### config.mk
export PLATFORM = sky130hd
export DESIGN_NAME = spi_pad_arbiter
export DESIGN_NICKNAME = d
export VERILOG_FILES = /design/src/rtl/spi_arb_pkg.sv /design/src/rtl/spi_arb_rr_pick.sv /design/src/rtl/spi_pad_arbiter.sv
export SDC_FILE = /design/constraint.sdc
export NUM_CORES = 1
export LEC_CHECK = 0
export CELL_PAD_IN_SITES_DETAIL_PLACEMENT = 1
export CELL_PAD_IN_SITES_GLOBAL_PLACEMENT = 1
export CORE_MARGIN = 1
export CORE_UTILIZATION = 31
export DETAILED_ROUTE_END_ITERATION = 8
export PLACE_DENSITY_LB_ADDON = 0.25
export SYNTH_ARGS = -nofsm -noshare
export SYNTH_HDL_FRONTEND = slang
export SYNTH_SLANG_ARGS = --single-unit
export TNS_END_PERCENT = 20
### constraint.sdc
create_clock -name sys_clk -period 2.35 [get_ports sys_clk]
set_input_delay 0.705 -clock sys_clk [delete_from_list [all_inputs] [get_ports sys_clk]]
set_output_delay 0.705 -clock sys_clk [all_outputs]
set_load 0.005 [all_outputs]
### src/rtl/spi_arb_pkg.sv
// Shared constants, FSM state type and the mode-to-output-enable mapping
// used by the SPI pad arbiter.
package spi_arb_pkg;

  localparam logic [1:0] SPI_MASTER_STD     = 2'd0;
  localparam logic [1:0] SPI_MASTER_QUAD_TX = 2'd1;
  localparam logic [1:0] SPI_MASTER_QUAD_RX = 2'd2;

  typedef enum logic [1:0] {
    ST_IDLE  = 2'd0,
    ST_OWN   = 2'd1,
    ST_GUARD = 2'd2
  } arb_state_e;

  function automatic logic [3:0] oe_for_mode(input logic [1:0] mode);
    case (mode)
      SPI_MASTER_STD:     return 4'b0001;
      SPI_MASTER_QUAD_TX: return 4'b1111;
      default:            return 4'b0000;
    endcase
  endfunction

endpackage

### src/rtl/spi_arb_rr_pick.sv
// Combinational round-robin pick: first active request after last_owner,
// wrapping modulo NUM_REQ.
module spi_arb_rr_pick #(
  parameter int NUM_REQ = 2
) (
  input  logic [NUM_REQ-1:0] req,
  input  logic [1:0]         last_owner,
  output logic [1:0]         winner,
  output logic               valid
);

  logic [2:0]         shamt;
  logic [NUM_REQ-1:0] rot;
  int                 sum;

  // Bit j of rot is requester (last_owner+1+j) mod NUM_REQ.
  always_comb begin
    shamt  = {1'b0, last_owner} + 3'd1;
    rot    = NUM_REQ'({req, req} >> shamt);
    valid  = |rot;
    winner = '0;
    sum    = 0;
    for (int j = NUM_REQ - 1; j >= 0; j--) begin
      if (rot[j]) begin
        sum = int'(last_owner) + 1 + j;
        if (sum >= NUM_REQ) sum = sum - NUM_REQ;
        winner = 2'(sum);
      end
    end
  end

endmodule

### src/rtl/spi_pad_arbiter.sv
// Shares one SPI pad set between NUM_REQ masters with round-robin ownership
// and a forced idle guard period between owners.
//   state    | meaning
//   ST_IDLE  | no owner, pads idle, waiting for a request
//   ST_OWN   | one requester drives the pads
//   ST_GUARD | pads idle for GUARD_CYCLES before the next arbitration
module spi_pad_arbiter
  import spi_arb_pkg::*;
#(
  parameter int NUM_REQ      = 2,
  parameter int GUARD_CYCLES = 4
) (
  input  logic                    sys_clk,
  input  logic                    ck_rst,
  input  logic [NUM_REQ-1:0]      req_i,
  output logic [NUM_REQ-1:0]      gnt_o,
  input  logic [NUM_REQ-1:0]      rq_clk_i,
  input  logic [NUM_REQ-1:0][3:0] rq_csn_i,
  input  logic [NUM_REQ-1:0][1:0] rq_mode_i,
  input  logic [NUM_REQ-1:0][3:0] rq_sdo_i,
  output logic [NUM_REQ-1:0][3:0] rq_sdi_o,
  output logic                    pad_clk_o,
  output logic [3:0]              pad_csn_o,
  output logic [3:0]              pad_sdo_o,
  output logic [3:0]              pad_oe_o,
  input  logic [3:0]              pad_sdi_i,
  output logic                    busy_o,
  output logic [1:0]              owner_o,
  output logic                    viol_o
);

  localparam logic [7:0] GUARD_LD = 8'(GUARD_CYCLES);

  arb_state_e         state_q, state_d;
  logic [NUM_REQ-1:0] gnt_q, gnt_d;
  logic [1:0]         owner_q, owner_d, last_q, last_d;
  logic [7:0]         cnt_q, cnt_d;
  logic               pad_clk_q, pad_clk_d, viol_q, viol_d;
  logic [3:0]         pad_csn_q, pad_csn_d, pad_sdo_q, pad_sdo_d, pad_oe_q, pad_oe_d;
  logic [1:0]         pick_winner;
  logic               pick_valid, own_req;

  spi_arb_rr_pick #(.NUM_REQ(NUM_REQ)) u_pick (
    .req        (req_i),
    .last_owner (last_q),
    .winner     (pick_winner),
    .valid      (pick_valid)
  );

  always_comb begin
    own_req = 1'b0;
    viol_d  = 1'b0;
    for (int k = 0; k < NUM_REQ; k++) begin
      if (owner_q == 2'(k)) own_req = req_i[k];
      if (!gnt_q[k] && !(&rq_csn_i[k])) viol_d = 1'b1;
    end
  end

  always_comb begin
    state_d = state_q;
    gnt_d   = gnt_q;
    owner_d = owner_q;
    last_d  = last_q;
    cnt_d   = cnt_q;
    case (state_q)
      ST_IDLE: begin
        gnt_d = '0;
        if (pick_valid) begin
          state_d = ST_OWN;
          owner_d = pick_winner;
          last_d  = pick_winner;
          gnt_d   = NUM_REQ'(1) << pick_winner;
        end
      end
      ST_OWN: begin
        if (!own_req) begin
          gnt_d = '0;
          if (GUARD_CYCLES == 0) begin
            state_d = ST_IDLE;
          end else begin
            state_d = ST_GUARD;
            cnt_d   = GUARD_LD;
          end
        end
      end
      ST_GUARD: begin
        cnt_d = cnt_q - 8'd1;
        if (cnt_q == 8'd1) state_d = ST_IDLE;
      end
      default: begin
        state_d = ST_IDLE;
        gnt_d   = '0;
      end
    endcase
  end

  // Pads follow the next state so the first OWN cycle already carries data
  // and the first GUARD cycle is already idle.
  always_comb begin
    pad_clk_d = 1'b0;
    pad_csn_d = 4'hF;
    pad_sdo_d = 4'h0;
    pad_oe_d  = 4'h0;
    if (state_d == ST_OWN) begin
      for (int k = 0; k < NUM_REQ; k++) begin
        if (owner_d == 2'(k)) begin
          pad_clk_d = rq_clk_i[k];
          pad_csn_d = rq_csn_i[k];
          pad_sdo_d = rq_sdo_i[k];
          pad_oe_d  = oe_for_mode(rq_mode_i[k]);
        end
      end
    end
  end

  always_ff @(posedge sys_clk) begin
    if (ck_rst) begin
      state_q   <= ST_IDLE;
      gnt_q     <= '0;
      owner_q   <= 2'd0;
      last_q    <= 2'(NUM_REQ - 1);
      cnt_q     <= 8'd0;
      pad_clk_q <= 1'b0;
      pad_csn_q <= 4'hF;
      pad_sdo_q <= 4'h0;
      pad_oe_q  <= 4'h0;
      viol_q    <= 1'b0;
    end else begin
      state_q   <= state_d;
      gnt_q     <= gnt_d;
      owner_q   <= owner_d;
      last_q    <= last_d;
      cnt_q     <= cnt_d;
      pad_clk_q <= pad_clk_d;
      pad_csn_q <= pad_csn_d;
      pad_sdo_q <= pad_sdo_d;
      pad_oe_q  <= pad_oe_d;
      viol_q    <= viol_d;
    end
  end

  always_comb begin
    for (int k = 0; k < NUM_REQ; k++) begin
      rq_sdi_o[k] = gnt_q[k] ? pad_sdi_i : 4'h0;
    end
  end

  assign gnt_o     = gnt_q;
  assign owner_o   = owner_q;
  assign busy_o    = (state_q != ST_IDLE);
  assign pad_clk_o = pad_clk_q;
  assign pad_csn_o = pad_csn_q;
  assign pad_sdo_o = pad_sdo_q;
  assign pad_oe_o  = pad_oe_q;
  assign viol_o    = viol_q;

endmodule

==> results of run 1 <==
-- cell type report --
class,instances,area share (%)
clock buffers,4,2.51
multi-input cells,106,35.2
flip-flops and latches,28,25.5
repair buffers,74,31.8
well taps,52,2.96
inverters,12,2.05
-- layout by cell type, fill, tap and decap left out, types with 2 or more instances in the layout --
| cell type | instances |
|---|---|
| clkbuf_8 | 4 |
| nand2b_1 | 4 |
| buf_4 | 17 |
| a2bb2oi_2 | 4 |
| nand3_1 | 5 |
| ha_1 | 4 |
| and2_1 | 9 |
| clkdlybuf4s50_1 | 48 |
| a22o_1 | 5 |
| o21ai_1 | 2 |
| dfxtp_1 | 28 |
| a41o_1 | 2 |
| o21ai_0 | 2 |
| nor3_2 | 2 |
| dlygate4sd2_1 | 8 |
| a21oi_1 | 12 |
| inv_1 | 12 |
| nand2_1 | 10 |
| o21bai_2 | 2 |
| or3_1 | 3 |
| nor2_1 | 9 |
| a31oi_1 | 2 |
-- power by group --
part	internal [W]	switching, W	leakage (nW)
Sequential	0.000571	0.0000873	0.229
Combinational	0.000456	0.000345	0.658
Clock	0.000150	0.000159	0.0288
Total	0.00118	0.000591	0.916
-- metal layers --
layer	vias up	track usage [%]	routed length [µm]
met1	680	21.4	1880
met5	-	0	0
met2	38	35.6	2300
li1	682	-	-
met4	0	6.12	74
met3	7	2.76	173
-- worst max path at each step --
| stage | start | end | slack, ps | cells after the start |
|---|---|---|---|---|
| 4_1_cts | pad_sdi_i[3] | rq_sdi_o[7] | 80 | 3 |
| 3_3_place_gp | pad_sdi_i[3] | rq_sdi_o[7] | -180 | 3 |
| 5_1_grt | req_i[1] | pad_sdo_o[0]$_SDFF_PP0_ | 20 | 6 |
| 6_report | req_i[1] | pad_oe_o[2]$_SDFF_PP0_ | 70 | 6 |
| 2_1_floorplan | last_q[0]$_SDFFE_PP1P_ | pad_clk_o$_SDFF_PP0_ | 410 | 7 |
| 3_5_place_dp | req_i[1] | pad_oe_o[2]$_SDFF_PP0_ | -210 | 6 |
-- worst min-delay path: stages, from the launching register on --
cell and delay [ps]:
dfxtp_1 330, nand3b_1 80, a21oi_1 50
-- registers in the layout (all words and copies together) (netlist names) --
name	cells
gnt_o	2
pad_oe_o	2
state_q	2
last_q	2
pad_csn_o	4
cnt_q	8
pad_clk_o	1
viol_o	1
owner_o	2
pad_sdo_o	4
-- logic make-up after synthesis --
kind of cell               count (synthesis)  share of synthesized area, %
and+or+nand+nor                           54                          22.0
AOI/OAI and AO/OA                         45                          27.3
DFF                                       28                          39.9
buffers and inverters                     17                          5.16
adders and majority gates                  4                          3.56
muxes                                      2                          1.51
xor gates and xnor gates                   1                         0.623
-- stage by stage --
stage	cell area, µm²	util, %	total power (W)
2_1_floorplan	1410	-	0.00105
3_3_place_gp	2150	49.4	0.00145
3_5_place_dp	2150	49.4	0.00149
4_1_cts	2200	50.5	0.00179
5_1_grt	2200	50.5	0.00188
6_report	2200	50.5	0.00177
==> metrics.txt, run 1 <==
Hold Path End cnt_q[7]$_SDFFE_PP0P_; core area 4350 µm²; Worst R2R Setup Slack 220 ps; Power Density 805 nW/µm²; layout cells sized above 1 17.9%; CP arrival 2490 ps; outcome finished clean; Ant. Diodes 0; Yosys warning total 0; IO Count 57; crit-path max FO 6; row count 24; htree depth 1; post-synthesis async set-or-reset flop share 0%; die width 69.4 µm; worst flop-to-flop path endpoint pad_sdo_o[0]$_SDFF_PP0_; Yosys top cell area share 39.9%; # port buffers 56; CTS sink count 28; Post-CTS Hold Buffers 0; CP delay by family, top compound AO/OA/AOI/OAI gates; DIE AREA 4810 µm²; Worst Path Buf+Inv 1; CTS tree yes; Hold WC Path Type flop to flop; hold wc startpoint cnt_q[7]$_SDFFE_PP0P_; WHS Path Cells 2; worst vdd ir 0.301 mV; multi-input logic area 773 µm²; post-synthesis cell count 151; post-route setup slack 68.8 ps; worst setup path class primary input to flop; EDFF count, synth 0; area leader, netlist dfxtp_1; Routed Antenna Nets 0; DRT iter0 DRCs 49; crit path cell chain clkdlybuf4s50_1 > o21ba_1 > o21a_4 > or3_1 > a211o_1 > o22ai_1; clk root buf clkbuf_8; final hold violations 0; Netlist Area Pre-Place 1410 µm²; post-CTS sizing 8; fillers 522; Setup Fix Bufs, Post-CTS 0; final worst-path cycle share 97.1%; worst r2r src last_q[0]$_SDFFE_PP1P_; FF/Latch Area 561 µm²; synthesized net count 185; CP Data Required Time 2560 ps; most frequent cell after synthesis dfxtp_1; WL per Instance 16.0 µm; largest net degree at the start of global routing 16; Post-Layout Cell Count 276; worst clock skew 4.37 ps; crit end category flop; first-pass GRT wire length 7.34 mm; Leakage 0.916 nW; register area share after synthesis 39.9%; Min Hold Slack 505 ps; TritonRoute pass-1 iters 4; final wirelength 4.42 mm; final HPWL from detailed placement 3.61 mm; Slew HR 76.5%; Final Critical Period 2280 ps; cts bufs inserted 3; number of global-route vias before repair 1526; setup TNS 0 ps; nets@finish 259; Max-Cap Viols 0; Placer Congestion 0.749; CP peak stage delay 520 ps; DRC viols 0; area grow syn2layout 56.2%; via count 1407; top area cells in the synthesized netlist dfxtp_1 (40%), a21oi_1 (4.3%), a2bb2oi_2 (4.3%), and2_1 (4.0%), ha_1 (3.6%); worst-skew pair later-pin latency 280 ps; worst-margin pin slew 351 ps; RSZ-0062 raised after global routing false; Synth Register Bits 28; CP Launch Type primary input; GRT Residual Overflow 0; reg2reg path depth 7; Unique masters post-synth 50; commonest register cell after synthesis dfxtp_1; Avg Cell Area, Syn 9.31 µm²; setup violators final 0; DR vias/cell 5.10; slowest CP cell clkdlybuf4s50_1; Die H 69.4 µm; Inst Count DP 272; Clock Tree Buf Depth 2; f_max 0.438 GHz; pre-CTS setup slack -209 ps; Slew Viols, Final 0; initial antenna violation count 0; Total GRT Usage 18.8%; initial core utilization 32.3%; Commonest cells post-synth dfxtp_1 (28), a21oi_1 (12), inv_1 (12); Worst-path clk slew 100 ps
No activity file was read; power rests on OpenSTA's default activity.
==> run 2, diff against run 1 <==
Settings changed: ABC_CLOCK_PERIOD_IN_PS set to 2350.
==> results of run 2 <==
Same layout as run 1: the final DEF is identical, and so are final timing and power.
==> run 3, diff against run 2 <==
Settings changed: CTS_CLUSTER_DIAMETER set to 200, SKIP_CTS_REPAIR_TIMING set to 1.
==> metrics.txt, run 3 (same netlist as run 1, synthesis figures left out) <==
Most flops, register cnt_q; WL per Instance 16.0 µm; worst-margin pin slew 353 ps; crit-path max FO 6; Worst-path clk slew 100 ps; Ant. Diodes 0; DRC viols 0; worst-skew pair later-pin latency 280 ps; Die H 69.4 µm; IO Count 57; CP Data Required Time 2560 ps; Placer Congestion 0.749; Slew Viols, Final 0; nets@finish 259; clk root buf clkbuf_8; CTS sink count 28; Slew HR 76.3%; Total GRT Usage 18.8%; Routed Antenna Nets 0; Min Hold Slack 505 ps; worst vdd ir 0.301 mV; Stages on worst setup path 6; cts bufs inserted 3; initial antenna violation count 0; final HPWL from detailed placement 3.61 mm; TritonRoute pass-1 iters 4; Inst Count DP 272; initial core utilization 32.3%; worst clock skew 4.57 ps; worst r2r src last_q[0]$_SDFFE_PP1P_; Largest register FFs 8; worst flop-to-flop path endpoint pad_sdo_o[0]$_SDFF_PP0_; CP delay by family, top compound AO/OA/AOI/OAI gates; first-pass GRT wire length 7.34 mm; slowest CP cell clkdlybuf4s50_1; Power Density 796 nW/µm²; Max-Cap Viols 0; layout cells sized above 1 17.9%; most frequent cells in the layout clkdlybuf4s50_1 (48), dfxtp_1 (28), buf_4 (17); largest net degree at the start of global routing 16; Worst R2R Setup Slack 220 ps; Post-Layout Cell Count 276; GRT Residual Overflow 0; CP peak stage delay 520 ps; setup violators final 0; row count 24; CTS tree yes; DR vias/cell 5.11; die width 69.4 µm; Hold WC Path Type flop to flop; DRT iter0 DRCs 57; crit end category flop; via count 1409; final wirelength 4.43 mm; core area 4350 µm²; number of global-route vias before repair 1526; Critical Path Source req_i[1]; Leakage 1.02 nW; RSZ-0062 raised after global routing false; final worst-path cycle share 97.0%; f_max 0.439 GHz; total power 0.00177 W; commonest non-fill, non-tap cell in the layout clkdlybuf4s50_1; outcome finished clean; final hold violations 0; Worst setup endpoint pad_oe_o[2]$_SDFF_PP0_; Final Critical Period 2280 ps; reg2reg path depth 7; Clock Tree Buf Depth 2; final instance area 2230 µm²; htree depth 1; # port buffers 56; DIE AREA 4810 µm²; fillers 519; area grow syn2layout 58.4%; worst setup path class primary input to flop; Placed Area 2150 µm²; Worst Path Buf+Inv 1; CP arrival 2490 ps; CP Launch Type primary input; crit path cell chain clkdlybuf4s50_1 > o21ba_1 > o21a_4 > or3_1 > a211o_1 > o22ai_1
## run 3: area by class of cell
class	instances	area [µm²]	share of cell area, %
multi-input cells	106	773	34.7
repair buffers	74	728	32.7
flip-flops and latches	28	561	25.2
well taps	52	65.1	2.92
clock buffers	4	55.1	2.47
inverters	12	45.0	2.02
## run 3: power by group
group / internal, W / switching [W] / leakage [nW]
clock network: 0.000150 / 0.000158 / 0.0288
logic: 0.000462 / 0.000344 / 0.763
registers: 0.000571 / 0.0000873 / 0.229
## run 3: worst min path at each step
stage / from / to / slack [ps] / cells past startpoint
detailed placement: cnt_q[7]$_SDFFE_PP0P_ / cnt_q[7]$_SDFFE_PP0P_ / 490 / 2
finish: cnt_q[7]$_SDFFE_PP0P_ / cnt_q[7]$_SDFFE_PP0P_ / 500 / 2
floorplan: cnt_q[0]$_SDFFE_PP0P_ / cnt_q[0]$_SDFFE_PP0P_ / 460 / 2
global route: cnt_q[7]$_SDFFE_PP0P_ / cnt_q[7]$_SDFFE_PP0P_ / 520 / 2
global placement: cnt_q[0]$_SDFFE_PP0P_ / cnt_q[0]$_SDFFE_PP0P_ / 470 / 2
CTS: cnt_q[7]$_SDFFE_PP0P_ / cnt_q[7]$_SDFFE_PP0P_ / 510 / 2
## run 3: metal layers
metal	global-route usage (%)	routed length, µm	up-vias
met5	0	0	-
met3	2.76	149	7
met2	35.6	2300	38
li1	-	-	682
met4	6.12	74	0
met1	21.4	1900	682
## run 3: through the flow
step | util [%] | TNS, ps | setup slack (ps)
after floorplan | - | 0 | 412
final | 51.1 | 0 | 69.9
after CTS | 50.7 | -1340 | -183
after detailed placement | 49.4 | -3420 | -209
after global placement | 49.4 | -2930 | -178
after global routing | 51.1 | 0 | 20.6
## run 3: worst reg2reg max path: cells and delay by family, from the launching register on
| family | cells | cell delay, ps |
|---|---|---|
| compound gates | 3 | 670 |
| simple gates | 2 | 470 |
| flops | 1 | 450 |
| fa+ha+maj | 1 | 320 |
| buf+inv | 1 | 120 |
